**src/rtl/qpsk_demod.sv**
```systemverilog
// ---------------------------------------------------------------------------
// qpsk_demod
//
// Coherent QPSK demodulator. Each qualified sample is mixed with the local
// I/Q carriers, integrated over one symbol of SPS samples, and dumped. The
// sign of each integral gives the decided dibit.
//
// Pipeline (one qualified sample per cycle at most):
//   stage 1 : registers din*carrier_I, din*carrier_Q plus first/last tags
//   stage 2 : accumulates; on a last-tagged product captures acc+product
//   stage 3 : drives soft_I/soft_Q/dibit and the dibit_valid strobe
// dibit_valid therefore rises on the second edge after the edge that samples
// the last sample of a symbol.
//
// Ports
//   clk_fs       in   sample clock
//   rst          in   synchronous active-high reset
//   din_valid    in   qualifies din, carrier_I, carrier_Q, sym_start
//   din          in   [15:0] received sample, signed
//   carrier_I    in   [15:0] local cosine, signed
//   carrier_Q    in   [15:0] local quadrature carrier, signed
//   sym_start    in   marks a qualified sample as sample 0 of a symbol
//   dibit        out  [1:0] {I bit, Q bit}, 1 = negative integral
//   dibit_valid  out  one-cycle strobe, dibit/soft_I/soft_Q updated
//   soft_I       out  [41:0] signed I integral
//   soft_Q       out  [41:0] signed Q integral
//   resync       out  one-cycle strobe, partial symbol discarded
//   locked       out  high in INTEG state (exposes the FSM state)
//
// Handshake: a sample is consumed on every clk_fs edge where din_valid=1;
// there is no backpressure. Cycles with din_valid=0 are invisible to the
// symbol timing. Output strobes are single-cycle and carry no ready.
// ---------------------------------------------------------------------------
module qpsk_demod #(
    parameter int SPS = 16
) (
    input  logic               clk_fs,
    input  logic               rst,
    input  logic               din_valid,
    input  logic signed [15:0] din,
    input  logic signed [15:0] carrier_I,
    input  logic signed [15:0] carrier_Q,
    input  logic               sym_start,
    output logic [1:0]         dibit,
    output logic               dibit_valid,
    output logic signed [41:0] soft_I,
    output logic signed [41:0] soft_Q,
    output logic               resync,
    output logic               locked
);

    localparam int CW = (SPS > 1) ? $clog2(SPS) : 1;
    localparam logic [CW-1:0] LAST_IDX = CW'(SPS - 1);

    typedef enum logic {
        ST_WAIT_SYNC = 1'b0,
        ST_INTEG     = 1'b1
    } state_t;

    state_t                r_state;
    logic [CW-1:0]         r_cnt;

    // stage 1
    logic                  r_p_v;
    logic                  r_p_first;
    logic                  r_p_last;
    logic signed [31:0]    r_prod_I;
    logic signed [31:0]    r_prod_Q;

    // stage 2
    logic signed [41:0]    r_acc_I;
    logic signed [41:0]    r_acc_Q;
    logic signed [41:0]    r_sum_I;
    logic signed [41:0]    r_sum_Q;
    logic                  r_d_v;

    logic                  w_take;
    logic                  w_resync;
    logic [CW-1:0]         w_idx;
    logic                  w_first;
    logic                  w_last;
    logic [CW-1:0]         w_cnt_next;
    logic signed [31:0]    w_prod_I;
    logic signed [31:0]    w_prod_Q;
    logic signed [41:0]    w_base_I;
    logic signed [41:0]    w_base_Q;
    logic signed [41:0]    w_new_I;
    logic signed [41:0]    w_new_Q;

    // A sample is taken in INTEG on any qualified cycle; in WAIT_SYNC only
    // when it carries sym_start.
    assign w_take   = din_valid && ((r_state == ST_INTEG) || sym_start);
    assign w_resync = din_valid && sym_start && (r_state == ST_INTEG) && (r_cnt != '0);

    // Index of the sample being taken: sym_start (or acquisition) forces 0.
    assign w_idx      = ((r_state == ST_WAIT_SYNC) || sym_start) ? '0 : r_cnt;
    assign w_first    = (w_idx == '0);
    assign w_last     = (w_idx == LAST_IDX);
    assign w_cnt_next = w_last ? '0 : (w_idx + CW'(1));

    // 32-bit operands keep -32768*-32768 = 2^30 exact.
    assign w_prod_I = 32'(din) * 32'(carrier_I);
    assign w_prod_Q = 32'(din) * 32'(carrier_Q);

    // A first-tagged product starts a fresh integral; this also discards any
    // partial sum left behind by a resync.
    assign w_base_I = r_p_first ? '0 : r_acc_I;
    assign w_base_Q = r_p_first ? '0 : r_acc_Q;
    assign w_new_I  = w_base_I + 42'(r_prod_I);
    assign w_new_Q  = w_base_Q + 42'(r_prod_Q);

    // FSM, sample counter and stage 1.
    always_ff @(posedge clk_fs) begin
        if (rst) begin
            r_state   <= ST_WAIT_SYNC;
            r_cnt     <= '0;
            locked    <= 1'b0;
            resync    <= 1'b0;
            r_p_v     <= 1'b0;
            r_p_first <= 1'b0;
            r_p_last  <= 1'b0;
            r_prod_I  <= '0;
            r_prod_Q  <= '0;
        end else begin
            resync <= w_resync;
            r_p_v  <= w_take;
            if (w_take) begin
                r_state   <= ST_INTEG;
                locked    <= 1'b1;
                r_cnt     <= w_cnt_next;
                r_p_first <= w_first;
                r_p_last  <= w_last;
                r_prod_I  <= w_prod_I;
                r_prod_Q  <= w_prod_Q;
            end
        end
    end

    // Stage 2: integrate and dump.
    always_ff @(posedge clk_fs) begin
        if (rst) begin
            r_acc_I <= '0;
            r_acc_Q <= '0;
            r_sum_I <= '0;
            r_sum_Q <= '0;
            r_d_v   <= 1'b0;
        end else begin
            r_d_v <= r_p_v && r_p_last;
            if (r_p_v) begin
                if (r_p_last) begin
                    r_sum_I <= w_new_I;
                    r_sum_Q <= w_new_Q;
                    r_acc_I <= '0;
                    r_acc_Q <= '0;
                end else begin
                    r_acc_I <= w_new_I;
                    r_acc_Q <= w_new_Q;
                end
            end
        end
    end

    // Stage 3: outputs hold until the next dump.
    always_ff @(posedge clk_fs) begin
        if (rst) begin
            dibit_valid <= 1'b0;
            dibit       <= 2'b00;
            soft_I      <= '0;
            soft_Q      <= '0;
        end else begin
            dibit_valid <= r_d_v;
            if (r_d_v) begin
                soft_I <= r_sum_I;
                soft_Q <= r_sum_Q;
                // Sign bit decides; an exact zero decides 0.
                dibit  <= {r_sum_I[41], r_sum_Q[41]};
            end
        end
    end

endmodule

```
**config.mk**
```make
export PLATFORM = sky130hd
export DESIGN_NAME = qpsk_demod
export DESIGN_NICKNAME = d
export VERILOG_FILES = /design/src/rtl/qpsk_demod.sv
export SDC_FILE = /design/constraint.sdc
export NUM_CORES = 2
export LEC_CHECK = 0
export ABC_AREA = 1
export BUFFER_PORTS_ARGS = -buffer_cell sky130_fd_sc_hd__buf_4
export CAP_MARGIN = 20
export CORE_MARGIN = 4
export CORE_UTILIZATION = 50
export CTS_BUF_LIST = sky130_fd_sc_hd__clkbuf_4 sky130_fd_sc_hd__clkbuf_8
export DETAILED_ROUTE_END_ITERATION = 12
export MAX_ROUTING_LAYER = met4
export PLACE_DENSITY = 0.76
export REMOVE_ABC_BUFFERS = 1
export SYNTH_ARGS = -nofsm -noshare
export SYNTH_HDL_FRONTEND = slang
export SYNTH_SLANG_ARGS = --single-unit
```
**constraint.sdc**
```tcl
create_clock -name clk_fs -period 6.1 [get_ports clk_fs]
set_clock_uncertainty 0.2 [all_clocks]
set_input_delay 0 -clock clk_fs [delete_from_list [all_inputs] [get_ports clk_fs]]
set_output_delay 0 -clock clk_fs [all_outputs]
set_load 0.005 [all_outputs]
```
Word level (Yosys, flattened, before mapping)
Cells that the tools add are included.
{"block": "totals", "ff_bits": 329, "output_inout_bits": 89, "in_bits": 52}
{"block": "op_classes", "eq_ne": 1, "mul": 2, "reduce_logical": 10, "n_addsub": 3, "muxes": 6, "n_bitwise": 1}
{"op": "$mux W42", "n": 4}
{"op": "$add A42 B32 Y42", "n": 2}
{"op": "$mul A16 B16 Y32", "n": 2}
{"op": "$mux W4", "n": 2}
{"op": "$logic_and A1 B1 Y1", "n": 5}
{"op": "$add A4 B1 Y4 const B", "n": 1}
{"op": "$eq A4 B4 Y1 const B", "n": 1}
{"op": "$logic_not A4 Y1", "n": 1}
{"op": "$reduce_bool A4 Y1", "n": 1}
{"op": "$logic_or A1 B1 Y1", "n": 2}
{"op": "$reduce_and A2 Y1", "n": 1}
{"op": "$not A1 Y1", "n": 1}

Depth between registers and ports, before layout
{"block": "logic_depth", "word_depth": 5, "mapped_depth": 29, "ltp_nobuf": 27}

Worst setup path after synthesis
Ideal clock, no wire load.
{"block": "synth_path", "path_type": "input to register", "start": "input carrier_Q[5]", "end": "register r_prod_Q[31]", "path_buffers": 2, "stages": 27, "setup_slack_ps": 639, "arrival_time_ps": 5152, "t_required_ps": 5791, "setup_time_ps": 109, "path_cell_list": "clkbuf_1 > clkbuf_1 > nand2_1 > fa_1 > inv_1 > fa_1 > inv_1 > fa_1 > fa_1 > inv_1 > fa_1 > inv_1 > fa_1 > inv_1 > ha_1 > nand2_1 > nor2_1 > inv_1 > nor2_1 > and3_1 > nand2_1 > inv_1 > nor2_1 > nand2_1 > nand3_1 > nand2_1 > inv_1"}
{"block": "synth_via", "elab_chain_len": 1}
{"item": "from (decl)", "line_no": "42", "source": "input logic signed [15:0] carrier_Q,"}
{"item": "$mul A16 B16 Y32", "line_no": "103", "source": "assign w_prod_Q = 32'(din) * 32'(carrier_Q);"}
{"item": "to (signal assigned)", "line_no": "134", "source": "r_prod_Q <= w_prod_Q;"}
{"item": "to (decl)", "line_no": "68", "source": "logic signed [31:0] r_prod_Q;"}
Every way passes these cells.
A chain may end at the register's enable or synchronous reset.

Worst setup path after layout
{"block": "layout_path", "start": "input carrier_Q[1]", "end": "register r_prod_Q[26]"}
The elaborated chain is that of the path after synthesis.

==> impl_metrics.toml <==
[setup_path]
slowest_delay_ns = 0.72
startpoint_type = "input pin"
cp_slowest_cell = "fa_1"
criticalPathCategory = "input pin to register"
arrival_ns = 6.07
cp_num_buf_inv = 7
crit_family = "adder cells"
path_max_fanout = 16
critPathRequiredTime_ns = 6.43
end_kind = "register"
cp_common_cell = "fa_1"
worstPathCellList = "dlygate4sd3_1, buf_4, nand2_1, inv_1, fa_1, fa_1, inv_1, fa_1, fa_1, fa_1, fa_1, inv_1, ha_1, nand2_1, nor2_1, inv_1, nor2_1, nand3_1, nand4_1, nand3_1, nand2_1, inv_1"

[global_routing]
grt_max_degree = 133
gr-total-overflow = 0
antenna_found_initial = 1
grt_pass1_wl_um = 185000
grt_pass1_vias = 36714
grt_usage = 0.272

[die]
initial_utilization = 0.504
coreArea_mm2 = 0.0804
io_pins = 141
die_area_mm2 = 0.0857
die_w_um = 293
rows = 104
die_y_um = 293

[yosys]
ys.flop_type = "dfxtp_1"
synth_area_mm2 = 0.0405
synth.distinct_cells = 47
synth_cells = 6040
async_reset_ff_frac = 0
synth-edff-count = 0
syn_avg_cell_area_um2 = 6.71
ys_ff_latch = 327
yosysWarningCount = 0
seq_area_frac_synth = 0.161

[sta]
finalCriticalPeriod_ns = 5.74
rsz0062_at_grt = "false"
timing.fmax_mhz = 174
relSlewSlack = 0.269
setup-tns-final_ns = 0
worstMarginPinSlew_ns = 1.09
fin_crit_sh = 0.941
final-hold-violation-count = 0
slew_violations = 0
finalSetupViolCount = 0

[layout]
syn2layout_area_growth_pct = 7.22
fillers = 8000
drive_gt1_frac = 0.0517
final_nets = 6871

[placed_design]
hpwl_um = 89100
numPortBuffers = 140
gp_congestion = 0.990

[status]
status = "complete, no violations"

[drt]
vias = 35984
drtPass1Iterations = 6
route.detailed.drc = 0
vias_per_cell = 5.04
ant_nets = 0
drt_iter0_markers = 2157
wl_um = 112000
wl_per_cell_um = 15.7

[cts]
cts_sinks = 327
cts_resized = 0
cts_root_buffer = "clkbuf_8"
htreeDepth = 2
postCtsHoldBufs = 11
cts_tree = "built"
cts_setup_buffers = 0
cts_made_buffers = 52
clk_latency_ns = 0.63
clk_pin_slew_ns = 0.07
clk_path_buf_depth = 3

[run]
max_cap_viol_count = 0

[hold_path]
hold_class = "input pin to register"
## routing by layer
metal | track usage | vias to the layer above | wire length, um
li1 | - | 17696 | -
met1 | 0.336 | 17093 | 47200
met2 | 0.465 | 956 | 54800
met3 | 0.0372 | 239 | 6210
met4 | 0.0820 | 0 | 3780
met5 | - | - | 0
## per-stage QoR
| step | instances | hold slack (ns) | area, um^2 | setup WS, ns | utilization |
|---|---|---|---|---|---|
| CTS | 7138 | 0.0171 | 43500 | 0.391 | 0.541 |
| global placement | 7040 | 0.166 | 42300 | 0.265 | 0.526 |
| floorplan | 5816 | -0.131 | 39700 | 0.939 | - |
| detailed placement | 7040 | 0.179 | 42300 | 0.179 | 0.526 |
| finish | 7139 | 0.0690 | 43500 | 0.362 | 0.541 |
| global route | 7139 | 0.0586 | 43500 | 0.0519 | 0.541 |
## tightest hold or removal path: cells and delay by family
kind | cells | cell delay, ns
simple gates | 3 | 0.26
fa+ha+maj | 1 | 0.11
buf+inv | 2 | 0.46
## kinds of logic (layout without fill, tap and decap cells)
group / count (synthesis) / in the layout / synth area share
fa+ha+maj: 774 / 774 / 0.336
flops: 327 / 327 / 0.161
xor+xnor: 66 / 66 / 0.0143
simple gates: 2677 / 2677 / 0.265
other cells: 0 / 1 / 0
compound gates: 494 / 494 / 0.0647
buf+inv: 1702 / 1740 / 0.159
## synth_stat cells, types with 2 or more instances
cell type	count	area share
nor3_1	23	0.0028
inv_2	2	0.00019
o211ai_1	19	0.0035
xnor2_1	15	0.0032
nand2_1	1619	0.15
nand3b_2	3	0.00083
nand3_1	196	0.024
a21o_1	8	0.0015
or2_2	11	0.0017
nand4_1	54	0.0083
buf_2	26	0.0032
a21oi_1	219	0.027
o22ai_1	4	0.00062
nor2_2	6	0.00093
o21a_1	4	0.00074
xor2_1	51	0.011
nand3_2	4	0.00099
buf_4	2	0.00037
a31oi_1	4	0.00062
nand2_2	19	0.0029
or2_1	2	0.00031
nand3b_1	19	0.0035
o21ai_0	219	0.027
o21bai_1	9	0.0017
nor4_1	3	0.00046
dfxtp_1	327	0.16
buf_1	3	0.00028
ha_1	248	0.077
fa_1	526	0.26
inv_1	1476	0.14
nor3_2	4	0.00099
nor2_1	708	0.066
clkbuf_1	193	0.018
## flip-flops by register name, summed over array words and instances (netlist names), 2 cells and up
register  count
soft_I       41
dibit         2
r_cnt         4
r_prod_Q     32
r_acc_I      42
soft_Q       41
r_sum_I      42
r_prod_I     32
r_sum_Q      42
r_acc_Q      42
## cell usage in the layout (no fill, tap or decap), types with 6 or more instances in the layout
cell type      instances
a21oi_1              219
clkinv_2               6
o21bai_1               9
nor2_1               707
xnor2_1               15
nand4_1               54
nand3b_1              19
nand2_1             1619
nand3_1              196
clkbuf_4              15
a21o_1                 8
xor2_1                51
fa_1                 526
o21ai_0              219
or2_2                 11
dfxtp_1              325
nor3_1                23
nand2_2               19
dlygate4sd3_1         11
nor2_2                 6
clkbuf_8              61
inv_1               1472
ha_1                 248
o211ai_1              19
buf_4                162
## cell type report
| type | instances | area [um^2] | area share |
|---|---|---|---|
| inverter | 1478 | 5550 | 0.128 |
| timing repair buffer | 175 | 1360 | 0.0312 |
| sequential | 327 | 6550 | 0.151 |
| tap | 1060 | 1330 | 0.0305 |
| antenna | 1 | 2.50 | 0.0000576 |
| clock buffer | 76 | 952 | 0.0219 |
| clock inverter | 11 | 148 | 0.00340 |
| multi-input combinational | 4011 | 27600 | 0.635 |
## path summary, 6_finish.rpt
check / start / to / slack, ns / cells after the start
max reg2reg: r_p_first / r_sum_I[31] / 2.64 / 16
min reg2reg: r_acc_Q[13] / r_acc_Q[13] / 0.26 / 2
min: din[1] / r_prod_I[1] / 0.07 / 6
max: carrier_Q[1] / r_prod_Q[26] / 0.36 / 22
Power is not shown: default switching activity piles up to over one toggle a cycle in this logic, so the estimate is an artifact.
